**config.mk**
```make
export PLATFORM = sky130hd
export DESIGN_NAME = psram_sched
export DESIGN_NICKNAME = d
export VERILOG_FILES = /design/src/rtl/psram_sched.sv
export SDC_FILE = /design/constraint.sdc
export NUM_CORES = 1
export LEC_CHECK = 0
export ABC_AREA = 1
export CORE_AREA = 5 5 210 212
export DETAILED_ROUTE_END_ITERATION = 16
export DIE_AREA = 0 0 215 217
export GPL_TIMING_DRIVEN = 0
export PLACE_DENSITY_LB_ADDON = 0.12
export SLEW_MARGIN = 0
export SYNTH_ARGS = -nofsm -noshare
export SYNTH_HDL_FRONTEND = slang
export SYNTH_SLANG_ARGS = --single-unit
```
**constraint.sdc**
```tcl
create_clock -name clk_i -period 1.5 [get_ports clk_i]
set_input_delay 0.225 -clock clk_i [delete_from_list [all_inputs] [get_ports clk_i]]
set_output_delay 0.225 -clock clk_i [all_outputs]
set_load 0.02 [all_outputs]
```
**src/rtl/psram_sched.sv**
```systemverilog
// psram_sched: arbitrates the config port and two bus masters onto a
// single PSRAM core transfer port, issuing a global reset on enable.
module psram_sched #(
    parameter logic [7:0]  RST_CMD = 8'hFF,
    parameter int unsigned CNT_W   = 16
) (
    input  logic             clk_i,
    input  logic             rst_n_i,
    input  logic             cfg_en_i,
    output logic             init_done_o,
    input  logic             cmd_req_i,
    input  logic             cmd_rdwr_i,
    input  logic [7:0]       cmd_ccmd_i,
    output logic             cmd_ack_o,
    input  logic             m0_valid_i,
    input  logic             m0_rdwr_i,
    input  logic [31:0]      m0_addr_i,
    input  logic [63:0]      m0_wdata_i,
    input  logic [7:0]       m0_wmask_i,
    output logic             m0_ready_o,
    output logic [63:0]      m0_rdata_o,
    input  logic             m1_valid_i,
    input  logic             m1_rdwr_i,
    input  logic [31:0]      m1_addr_i,
    input  logic [63:0]      m1_wdata_i,
    input  logic [7:0]       m1_wmask_i,
    output logic             m1_ready_o,
    output logic [63:0]      m1_rdata_o,
    output logic             core_valid_o,
    output logic             core_rdwr_o,
    output logic             core_cflg_o,
    output logic [7:0]       core_ccmd_o,
    output logic [31:0]      core_addr_o,
    output logic [63:0]      core_wdata_o,
    output logic [7:0]       core_wmask_o,
    input  logic             core_ready_i,
    input  logic             core_done_i,
    input  logic [63:0]      core_rdata_i,
    output logic [CNT_W-1:0] xfer_cnt_o
);

    typedef enum logic [2:0] {
        OFF,
        INIT_ISS,
        INIT_WAIT,
        IDLE,
        ISSUE,
        WAIT
    } state_t;

    typedef enum logic [1:0] {
        G_NONE,
        G_CMD,
        G_M0,
        G_M1
    } gnt_t;

    state_t state_q;
    state_t state_d;
    gnt_t   gnt_q;
    gnt_t   pick;
    logic   last_m1_q;
    logic   abort_q;
    logic   stop;
    logic   in_xfer;

    // A disable seen during a transfer is remembered until it drains
    assign stop    = abort_q || !cfg_en_i;
    assign in_xfer = (state_q == INIT_ISS)  || (state_q == INIT_WAIT) ||
                     (state_q == ISSUE)     || (state_q == WAIT);

    // State register
    always_ff @(posedge clk_i or negedge rst_n_i) begin
        if (!rst_n_i) state_q <= OFF;
        else          state_q <= state_d;
    end

    // Next state, grant selection and the one-cycle core request
    always_comb begin
        state_d      = state_q;
        pick         = G_NONE;
        core_valid_o = 1'b0;
        unique case (state_q)
            OFF: begin
                if (cfg_en_i) state_d = INIT_ISS;
            end
            INIT_ISS: begin
                if (core_ready_i) begin
                    core_valid_o = 1'b1;
                    state_d      = INIT_WAIT;
                end
            end
            INIT_WAIT: begin
                if (core_done_i) state_d = stop ? OFF : IDLE;
            end
            IDLE: begin
                if (!cfg_en_i) begin
                    state_d = OFF;
                end else begin
                    if (cmd_req_i)
                        pick = G_CMD;
                    else if (m0_valid_i && m1_valid_i)
                        pick = last_m1_q ? G_M0 : G_M1;
                    else if (m0_valid_i)
                        pick = G_M0;
                    else if (m1_valid_i)
                        pick = G_M1;
                    if (pick != G_NONE) state_d = ISSUE;
                end
            end
            ISSUE: begin
                if (core_ready_i) begin
                    core_valid_o = 1'b1;
                    state_d      = WAIT;
                end
            end
            WAIT: begin
                if (core_done_i) state_d = stop ? OFF : IDLE;
            end
            default: state_d = OFF;
        endcase
    end

    // Attribute latching, completions, read data and transfer count
    always_ff @(posedge clk_i or negedge rst_n_i) begin
        if (!rst_n_i) begin
            gnt_q        <= G_NONE;
            last_m1_q    <= 1'b1;
            abort_q      <= 1'b0;
            init_done_o  <= 1'b0;
            cmd_ack_o    <= 1'b0;
            m0_ready_o   <= 1'b0;
            m1_ready_o   <= 1'b0;
            m0_rdata_o   <= '0;
            m1_rdata_o   <= '0;
            core_rdwr_o  <= 1'b0;
            core_cflg_o  <= 1'b0;
            core_ccmd_o  <= '0;
            core_addr_o  <= '0;
            core_wdata_o <= '0;
            core_wmask_o <= '0;
            xfer_cnt_o   <= '0;
        end else begin
            cmd_ack_o  <= 1'b0;
            m0_ready_o <= 1'b0;
            m1_ready_o <= 1'b0;
            abort_q    <= (state_d != OFF) &&
                          (abort_q || (in_xfer && !cfg_en_i));

            if (state_d == OFF)
                init_done_o <= 1'b0;
            else if (state_q == INIT_WAIT && core_done_i)
                init_done_o <= 1'b1;

            if (state_q == OFF && cfg_en_i) begin
                gnt_q        <= G_NONE;
                core_rdwr_o  <= 1'b0;
                core_cflg_o  <= 1'b1;
                core_ccmd_o  <= RST_CMD;
                core_addr_o  <= '0;
                core_wdata_o <= '0;
                core_wmask_o <= '0;
            end

            unique case (pick)
                G_CMD: begin
                    gnt_q        <= G_CMD;
                    core_rdwr_o  <= cmd_rdwr_i;
                    core_cflg_o  <= 1'b1;
                    core_ccmd_o  <= cmd_ccmd_i;
                    core_addr_o  <= '0;
                    core_wdata_o <= '0;
                    core_wmask_o <= '0;
                end
                G_M0: begin
                    gnt_q        <= G_M0;
                    last_m1_q    <= 1'b0;
                    core_rdwr_o  <= m0_rdwr_i;
                    core_cflg_o  <= 1'b0;
                    core_ccmd_o  <= '0;
                    core_addr_o  <= m0_addr_i;
                    core_wdata_o <= m0_wdata_i;
                    core_wmask_o <= m0_wmask_i;
                end
                G_M1: begin
                    gnt_q        <= G_M1;
                    last_m1_q    <= 1'b1;
                    core_rdwr_o  <= m1_rdwr_i;
                    core_cflg_o  <= 1'b0;
                    core_ccmd_o  <= '0;
                    core_addr_o  <= m1_addr_i;
                    core_wdata_o <= m1_wdata_i;
                    core_wmask_o <= m1_wmask_i;
                end
                default: ;
            endcase

            if (state_q == WAIT && core_done_i) begin
                xfer_cnt_o <= xfer_cnt_o + CNT_W'(1);
                unique case (gnt_q)
                    G_CMD: cmd_ack_o <= 1'b1;
                    G_M0: begin
                        m0_ready_o <= 1'b1;
                        m0_rdata_o <= core_rdata_i;
                    end
                    G_M1: begin
                        m1_ready_o <= 1'b1;
                        m1_rdata_o <= core_rdata_i;
                    end
                    default: ;
                endcase
            end
        end
    end

endmodule

```
==> results.md, run 1 <==
- Status: complete, but fails checks
- Violated checks: negative setup slack
- Mux share of post-synthesis cell area: 0%
- Unrepaired setup endpoints after global routing: yes
- Core area: 0.0418 sq mm
- Vias in the first global route: 12100
- Share of layout cells above drive strength 1: 28.9%
- Initial antenna violation count: 5
- Max Freq: 0.562 GHz
- Netlist cell types: 28
- Worst-path clk slew: 60 ps
- Port Buffers: 553
- Gate count of the mapped netlist: 1340
- First-pass GRT wire length: 77.3 mm
- Starting DRT DRC Count: 558
- DR vias: 11600
- Area Growth Syn to Fin: 96.3%
- Crit path max-delay family: buffers and inverters
- Met2 wire length: 27.1 mm
- Worst path most repeated cell: nand2_4
- M1 wire length: 20.0 mm
- Largest net degree at the start of global routing: 104
- Ports: 554
- Transition time at the pin with the least slew margin: 599 ps
- Initial Util: 27.3%
- Worst path max stage delay: 460 ps
- Req. time, crit path: 1970 ps
- Synth Register Bits: 269
- WL per Instance: 20.5 microns
- Type of the worst setup path: flop to flop
- GPL Wtd Cong: 0.876
- Final instance area: 0.0224 sq mm
- Drt pass-1 iters: 4
- Final hold slack: 243 ps
- Post-synth EDFFs: 0
- Die width: 215 microns
- Met3 WL post-DR: 4.48 mm
- Clk buf depth: 3
- Worst setup path start: state_q[2]
- Tmin final: 1780 ps
- Maximum vdd ir drop: 0.000750 V
- Num rows: 75
- Final setup violating endpoints: 306
- Core Util, Final: 53.5%
- Vias/cell: 4.51
- Max_slew headroom: 60.1%
- Filler cells: 3795
- Overflow left after global routing: 0
- Tcrit/Tclk final: 119%
- PD cells: 1230 mW/mm^2
- Max layer used: met5
- Clk root buf: clkbuf_16
- Critical Path Start Type: flop
- Min-delay worst type: primary input to flop
- CP endpoint kind: flop
- Setup TNS Final: -48930 ps
- Die ar.: 0.0467 sq mm
- Compound-Gate Fraction of Synth Area: 6.49%
- Clock Skew: 11.7 ps
- Worst hold start: m1_wdata_i[9]
- Slowest-stage cell, CP: dfrtp_2
- Overall power: 27.6 mW
- Final WL: 53.0 mm
- CTS Sinks: 269
- Crit Path Max Fanout: 8
- CTS tree: built
- Final slew viol count: 0
- Async S/R FF share, synth: 100%
- Clock buffer count from CTS: 35
- Crit-path cells: inv_4 > nand2_4 > nor2_4 > buf_6 > nand2_4 > nor2_4 > buf_12 > buf_12 > buf_16 > nand2_4 > nand3_2
- Antenna-violating nets left: 0
- Largest family of logic cells by synthesized area: simple AND/OR/NAND/NOR gates
- CP arrival: 2250 ps
- Register area share after synthesis: 59.1%
- Synth Area in XOR/XNOR: 0.692%
- Mean area per synthesized cell: 8.50 sq um
- Post-DP Area: 0.0177 sq mm
- Chip Height: 217 microns
- Total GRT Usage: 21.6%
- Final setup margin: -278 ps
- DP HPWL: 37.7 mm
- H-tree Lvls: 2
- Yosys warnings: 0
- R2R Path Start: state_q[2]
- Max Cap Violations: 0
- # DRC: 0
- Final hold violation count: 0
- Synth Area in Adders: 0.110%
- Simple-Gate Fraction of Synth Area: 24.8%
- NumNets Final: 2314
- LEAKAGE: 11.7 nW
- Post-Syn Area: 0.0114 sq mm
- Clock latency on the worst-skew pair: 530 ps
- Post-synth top flop: dfrtp_1
- Worst path bufs/invs: 5
- Mapped Nets: 1632
[per-layer routing]
metal	up-vias	GRT usage, %
met2	400	37.4
met3	79	7.75
met4	8	6.53
li1	5532	-
met5	-	0
met1	5625	25.2
[metrics by stage]
| step | setup slack (ps) | instances |
|---|---|---|
| 2_1_floorplan | -16.9 | 1340 |
| 3_3_place_gp | -13660 | 2432 |
| 3_5_place_dp | -1020 | 2434 |
| 4_1_cts | -267 | 2558 |
| 5_1_grt | -349 | 2582 |
| 6_report | -278 | 2582 |
[sequential cells by signal (all words and copies together) (netlist names), 2 cells and up]
register,flops
state_q,3
core_wmask_o,8
xfer_cnt_o,16
gnt_q,2
m0_rdata_o,64
core_ccmd_o,8
core_wdata_o,64
m1_rdata_o,64
core_addr_o,32
[where the power goes]
group	switching [mW]	total, mW	internal, mW
clock network	3.30	8.35	5.05
logic	5.33	9.78	4.44
registers	0.868	9.46	8.59
total	9.50	27.6	18.1
[cells by family after synthesis]
group / after synthesis
XOR/XNOR: 9
AND/OR/NAND/NOR: 693
adder cells (fa/ha/maj): 1
buffers and inverters: 221
AO/OA/AOI/OAI: 147
flip-flops: 269
[cell usage after synthesis, types with 3 or more instances]
master    count  area (sq um)
nand2_1     523          1960
dfrtp_1     268          6710
inv_1       155           582
nand3_1     113           566
o21ai_1     110           551
nor2_1       37           139
o21ai_0      33           165
buf_2        30           150
buf_4        20           150
buf_6         8          90.1
xor2_1        6          52.6
clkbuf_1      5          18.8
nor3_1        5          25.0
nand4_1       4          25.0
nor2_4        3          33.8
xnor2_1       3          26.3
[layout make-up]
cell class	count	area [sq um]	share of cell area (%)
repair buffers	649	6840	30.6
flip-flops and latches	269	6740	30.2
multi-input cells	850	5470	24.5
clock buffers	46	1010	4.52
plain buffers	59	902	4.04
well taps	539	674	3.02
inverters	158	599	2.68
clock inverters	11	113	0.504
diodes	1	2.50	0.0112
[repair_timing]
| item | in CTS | in global routing |
|---|---|---|
| hold endpoints to repair | 64 | 0 |
| resized for setup | 573 | 460 |
| cloned | 22 | 16 |
| endpoints found under the setup margin | 519 | 472 |
| pin swaps | 22 | 65 |
| hold buffers | 1 | 0 |
| setup buffers | 44 | 21 |
[final timing paths]
path / endpoint / slack [ps] / depth (start not counted)
max in group asynchronous: state_q[1] / 270 / 3
worst max-delay path: core_wdata_o[47] / -280 / 11
worst min register to register: cmd_ack_o / 420 / 1
worst min-delay path: core_wdata_o[9] / 240 / 3
min in group asynchronous: m0_rdata_o[44] / 260 / 2
worst max register to register: core_wdata_o[47] / -280 / 11
[cell usage in the layout (no fill, tap or decap), drive strengths merged]
master,n
nand3,114
a21oi,2
dfrtp,268
bufinv,2
clkdlybuf4s15,20
clkbuf,66
inv,157
nand2,524
clkinvlp,1
nand4,4
diode,1
dlygate4sd2,239
dlymetal6s2s,1
nand3b,2
buf,137
ha,1
xnor2,3
dlygate4sd3,1
o21ai,143
nor3,7
clkdlybuf4s50,290
a31oi,1
o21bai,1
dfstp,1
nor2,42
xor2,6
clkinv,9
[worst min-delay path, stage by stage]
cell and delay [ps]:
clkdlybuf4s50_1 390, nand2_1 60, nand3_1 50
(Power assumes the default switching activity.)
==> run 2: changes to the inputs <==
--- a/config.mk
+++ b/config.mk
@@ -6,7 +6,7 @@
 export NUM_CORES = 1
 export LEC_CHECK = 0
 export ABC_AREA = 1
-export CORE_AREA = 5 5 210 212
+export CORE_AREA = 8 8 207 209
 export DETAILED_ROUTE_END_ITERATION = 16
 export DIE_AREA = 0 0 215 217
 export GPL_TIMING_DRIVEN = 0
==> constraint.sdc (replaced) <==
create_clock -name clk_i -period 1.73 [get_ports clk_i]
set_input_delay 0.2595 -clock clk_i [delete_from_list [all_inputs] [get_ports clk_i]]
set_output_delay 0.2595 -clock clk_i [all_outputs]
set_load 0.02 [all_outputs]
==> run 2 against run 1 <==
Compared with the run above:
- the flow still finishes with violations (negative setup slack)
- combinational power is 29% lower
- first-iteration DRC count is 9.5% lower
- sequential power is 14% lower
- critical path depth is 1 lower
- setup slack better by 230 ps
- critical endpoint is now m0_rdata_o[45]
- largest cell class unchanged
==> results.md, run 2 (same netlist as run 1, synthesis figures left out) <==
- Worst hold start: m1_wdata_i[30]
- Drt pass-1 iters: 5 (+1)
- Port Buffers: 553 (unchanged)
- Slowest-stage cell, CP: dfrtp_2
- Tmin final: 1780 ps (+0.415 ps)
- Met3 WL post-DR: 4.78 mm (+6.8%)
- Clock Skew: 7.74 ps (-3.92 ps)
- Crit Path Max Fanout: 6 (-2)
- Violated checks: negative setup slack
- Initial Util: 28.9% (+1.6 points)
- Hold Path Sink: core_wdata_o[30]
- Crit-path cells: inv_2 > nand2_4 > nor2_4 > nand2_4 > nor3_4 > buf_6 > buf_12 > clkbuf_16 > nand2_1 > o21ai_1
- Final instance area: 0.0202 sq mm (-9.4%)
- Worst path most repeated cell: nand2_4
- Req. time, crit path: 2220 ps (+250 ps)
- Maximum vdd ir drop: 0.000620 V (-17%)
- Die width: 215 microns (unchanged)
- LEAKAGE: 10.0 nW (-15%)
- PD cells: 1080 mW/mm^2 (-13%)
- Clk buf depth: 3 (unchanged)
- Post-Place Worst Slack: -728 ps (+288 ps)
- Filler cells: 3805 (+0.26%)
- Worst hold stages: 3 (unchanged)
- Clock buffer count from CTS: 30 (-14%)
- Non-Filler Instances: 2523 (-2.3%)
- Final setup margin: -48.5 ps (+230 ps)
- Antenna-violating nets left: 0 (unchanged)
- DP HPWL: 39.2 mm (+4.2%)
- Top flop regs: core_wdata_o: 64 flops, m0_rdata_o: 64 flops, m1_rdata_o: 64 flops
- Most frequent cells in the layout: nand2_1, clkdlybuf4s50_1, dfrtp_1
- Status: complete, but fails checks
- WL per Instance: 20.8 microns (+1.3%)
- Initial antenna violation count: 12 (+7)
- Clk root buf: clkbuf_16
- Clock latency on the worst-skew pair: 560 ps (+30 ps)
- Transition time at the pin with the least slew margin: 710 ps (+112 ps)
- Type of the worst setup path: flop to flop
- Min-delay worst type: primary input to flop
- Overflow left after global routing: 0 (unchanged)
- First-pass GRT wire length: 74.5 mm (-3.5%)
- Area Growth Syn to Fin: 77.8%
- Most common cell after layout, fill and taps aside: nand2_1
- Reg2reg end: m0_rdata_o[45]
- Unrepaired setup endpoints after global routing: yes
- # DRC: 0 (unchanged)
- Vias/cell: 4.49 (-0.40%)
- Tcrit/Tclk final: 103% (-16 points)
- Post-DP Area: 0.0176 sq mm (-0.13%)
- Largest net degree at the start of global routing: 109 (+4.8%)
- Chip Height: 217 microns (unchanged)
- Vias in the first global route: 11600 (-4.5%)
- Max Freq: 0.562 GHz (about the same)
- Ports: 554 (unchanged)
- CP arrival: 2260 ps (about the same)
- Overall power: 21.8 mW (-21%)
- CTS Sinks: 269 (unchanged)
- Core area: 0.0395 sq mm (-5.5%)
- Die ar.: 0.0467 sq mm (unchanged)
- CTS tree: built
- Worst path max stage delay: 450 ps (about the same)
- Critical Path Start Type: flop
- Final setup violating endpoints: 53 (-83%)
- R2r setup slk: -50 ps (+230 ps)
- R2R Path Start: state_q[1]
- NumNets Final: 2264 (-2.2%)
- Share of layout cells above drive strength 1: 17.5% (-11 points)
- Total GRT Usage: 20.7% (-0.90 points)
- Worst-path clk slew: 60 ps (about the same)
- Max Cap Violations: 0 (unchanged)
- FF-to-FF path depth: 10 (-1)
- Starting DRT DRC Count: 505 (-9.5%)
- Max layer used: met5
- Setup TNS Final: -1150 ps (+47780 ps)
- Met2 wire length: 26.4 mm (-2.6%)
- GPL Wtd Cong: 0.878 (+0.31%)
- Final hold violation count: 0 (unchanged)
- Placed insts: 2420 (-0.58%)
- M1 wire length: 20.1 mm (+0.20%)
- H-tree Lvls: 1 (-1)
- Max_slew headroom: 52.7% (-7.4 points)
- Num rows: 73 (-2.7%)
- DR vias: 11300 (-2.7%)
- Final WL: 52.5 mm (-1.0%)
- CP endpoint kind: flop
- Final slew viol count: 0 (unchanged)
[run 2: cell type report]
class | count | area [sq um] | area share [%]
diodes | 8 | 20.0 | 0.0989
plain buffers | 56 | 758 | 3.74
clock buffers | 44 | 885 | 4.37
clock inverters | 6 | 130 | 0.643
inverters | 158 | 593 | 2.93
multi-input cells | 850 | 4400 | 21.7
flip-flops and latches | 269 | 6740 | 33.3
well taps | 525 | 657 | 3.24
repair buffers | 607 | 6070 | 30.0
[run 2: layer usage]
layer / track usage, % / up-vias
met4: 5.49 / 12
met5: 0 / -
met2: 35.5 / 414
li1: - / 5429
met3: 8.27 / 78
met1: 23.8 / 5399
[run 2: report_power, final]
| group | total, mW | internal (mW) | switching (mW) |
|---|---|---|---|
| combinational | 6.96 | 2.80 | 4.17 |
| clock | 6.70 | 4.08 | 2.61 |
| sequential | 8.15 | 7.46 | 0.697 |
| total | 21.8 | 14.3 | 7.48 |
[run 2: worst max-delay path by stage]
stage / from / end / slack (ps) / cells after the start
final: state_q[1] / m0_rdata_o[45] / -50 / 10
after global routing: state_q[1] / m0_rdata_o[16] / -170 / 10
after CTS: state_q[0] / core_valid_o / -130 / 5
after detailed placement: m0_valid_i / core_wmask_o[0] / -730 / 9
after global placement: rst_n_i / core_addr_o[20] / -12350 / 1
after floorplan: xfer_cnt_o[0] / xfer_cnt_o[14] / 180 / 8
[run 2: timing repair]
| action | CTS | global route |
|---|---|---|
| setup buffers | 16 | 13 |
| gates resized for setup | 330 | 306 |
| endpoints found under the hold margin | 79 | 0 |
| cloned | 2 | 20 |
| pin swaps | 5 | 9 |
| endpoints found under the setup margin | 503 | 239 |
| hold buffers | 1 | 0 |
[run 2: metrics by stage]
step | hold WS [ps] | util [%]
2_1_floorplan | -36.1 | -
3_3_place_gp | 421 | 44.6
3_5_place_dp | 296 | 44.7
4_1_cts | 211 | 47.3
5_1_grt | 237 | 51.3
6_report | 250 | 51.3
[run 2: critical path: cells and delay by family (launching register included)]
kind	cells	cell delay (ps)
buffers and inverters	4	580
and+or+nand+nor	5	590
AOI/OAI and AO/OA	1	70
DFF	1	450
==> run 3: changes to the inputs <==
--- a/config.mk
+++ b/config.mk
@@ -6,6 +6,7 @@
 export NUM_CORES = 1
 export LEC_CHECK = 0
 export ABC_AREA = 1
+export CAP_MARGIN = 0
 export CORE_AREA = 8 8 207 209
 export DETAILED_ROUTE_END_ITERATION = 16
 export DIE_AREA = 0 0 215 217
==> results of run 3 <==
The final DEF is identical to that of run 2; final timing and power are the same.
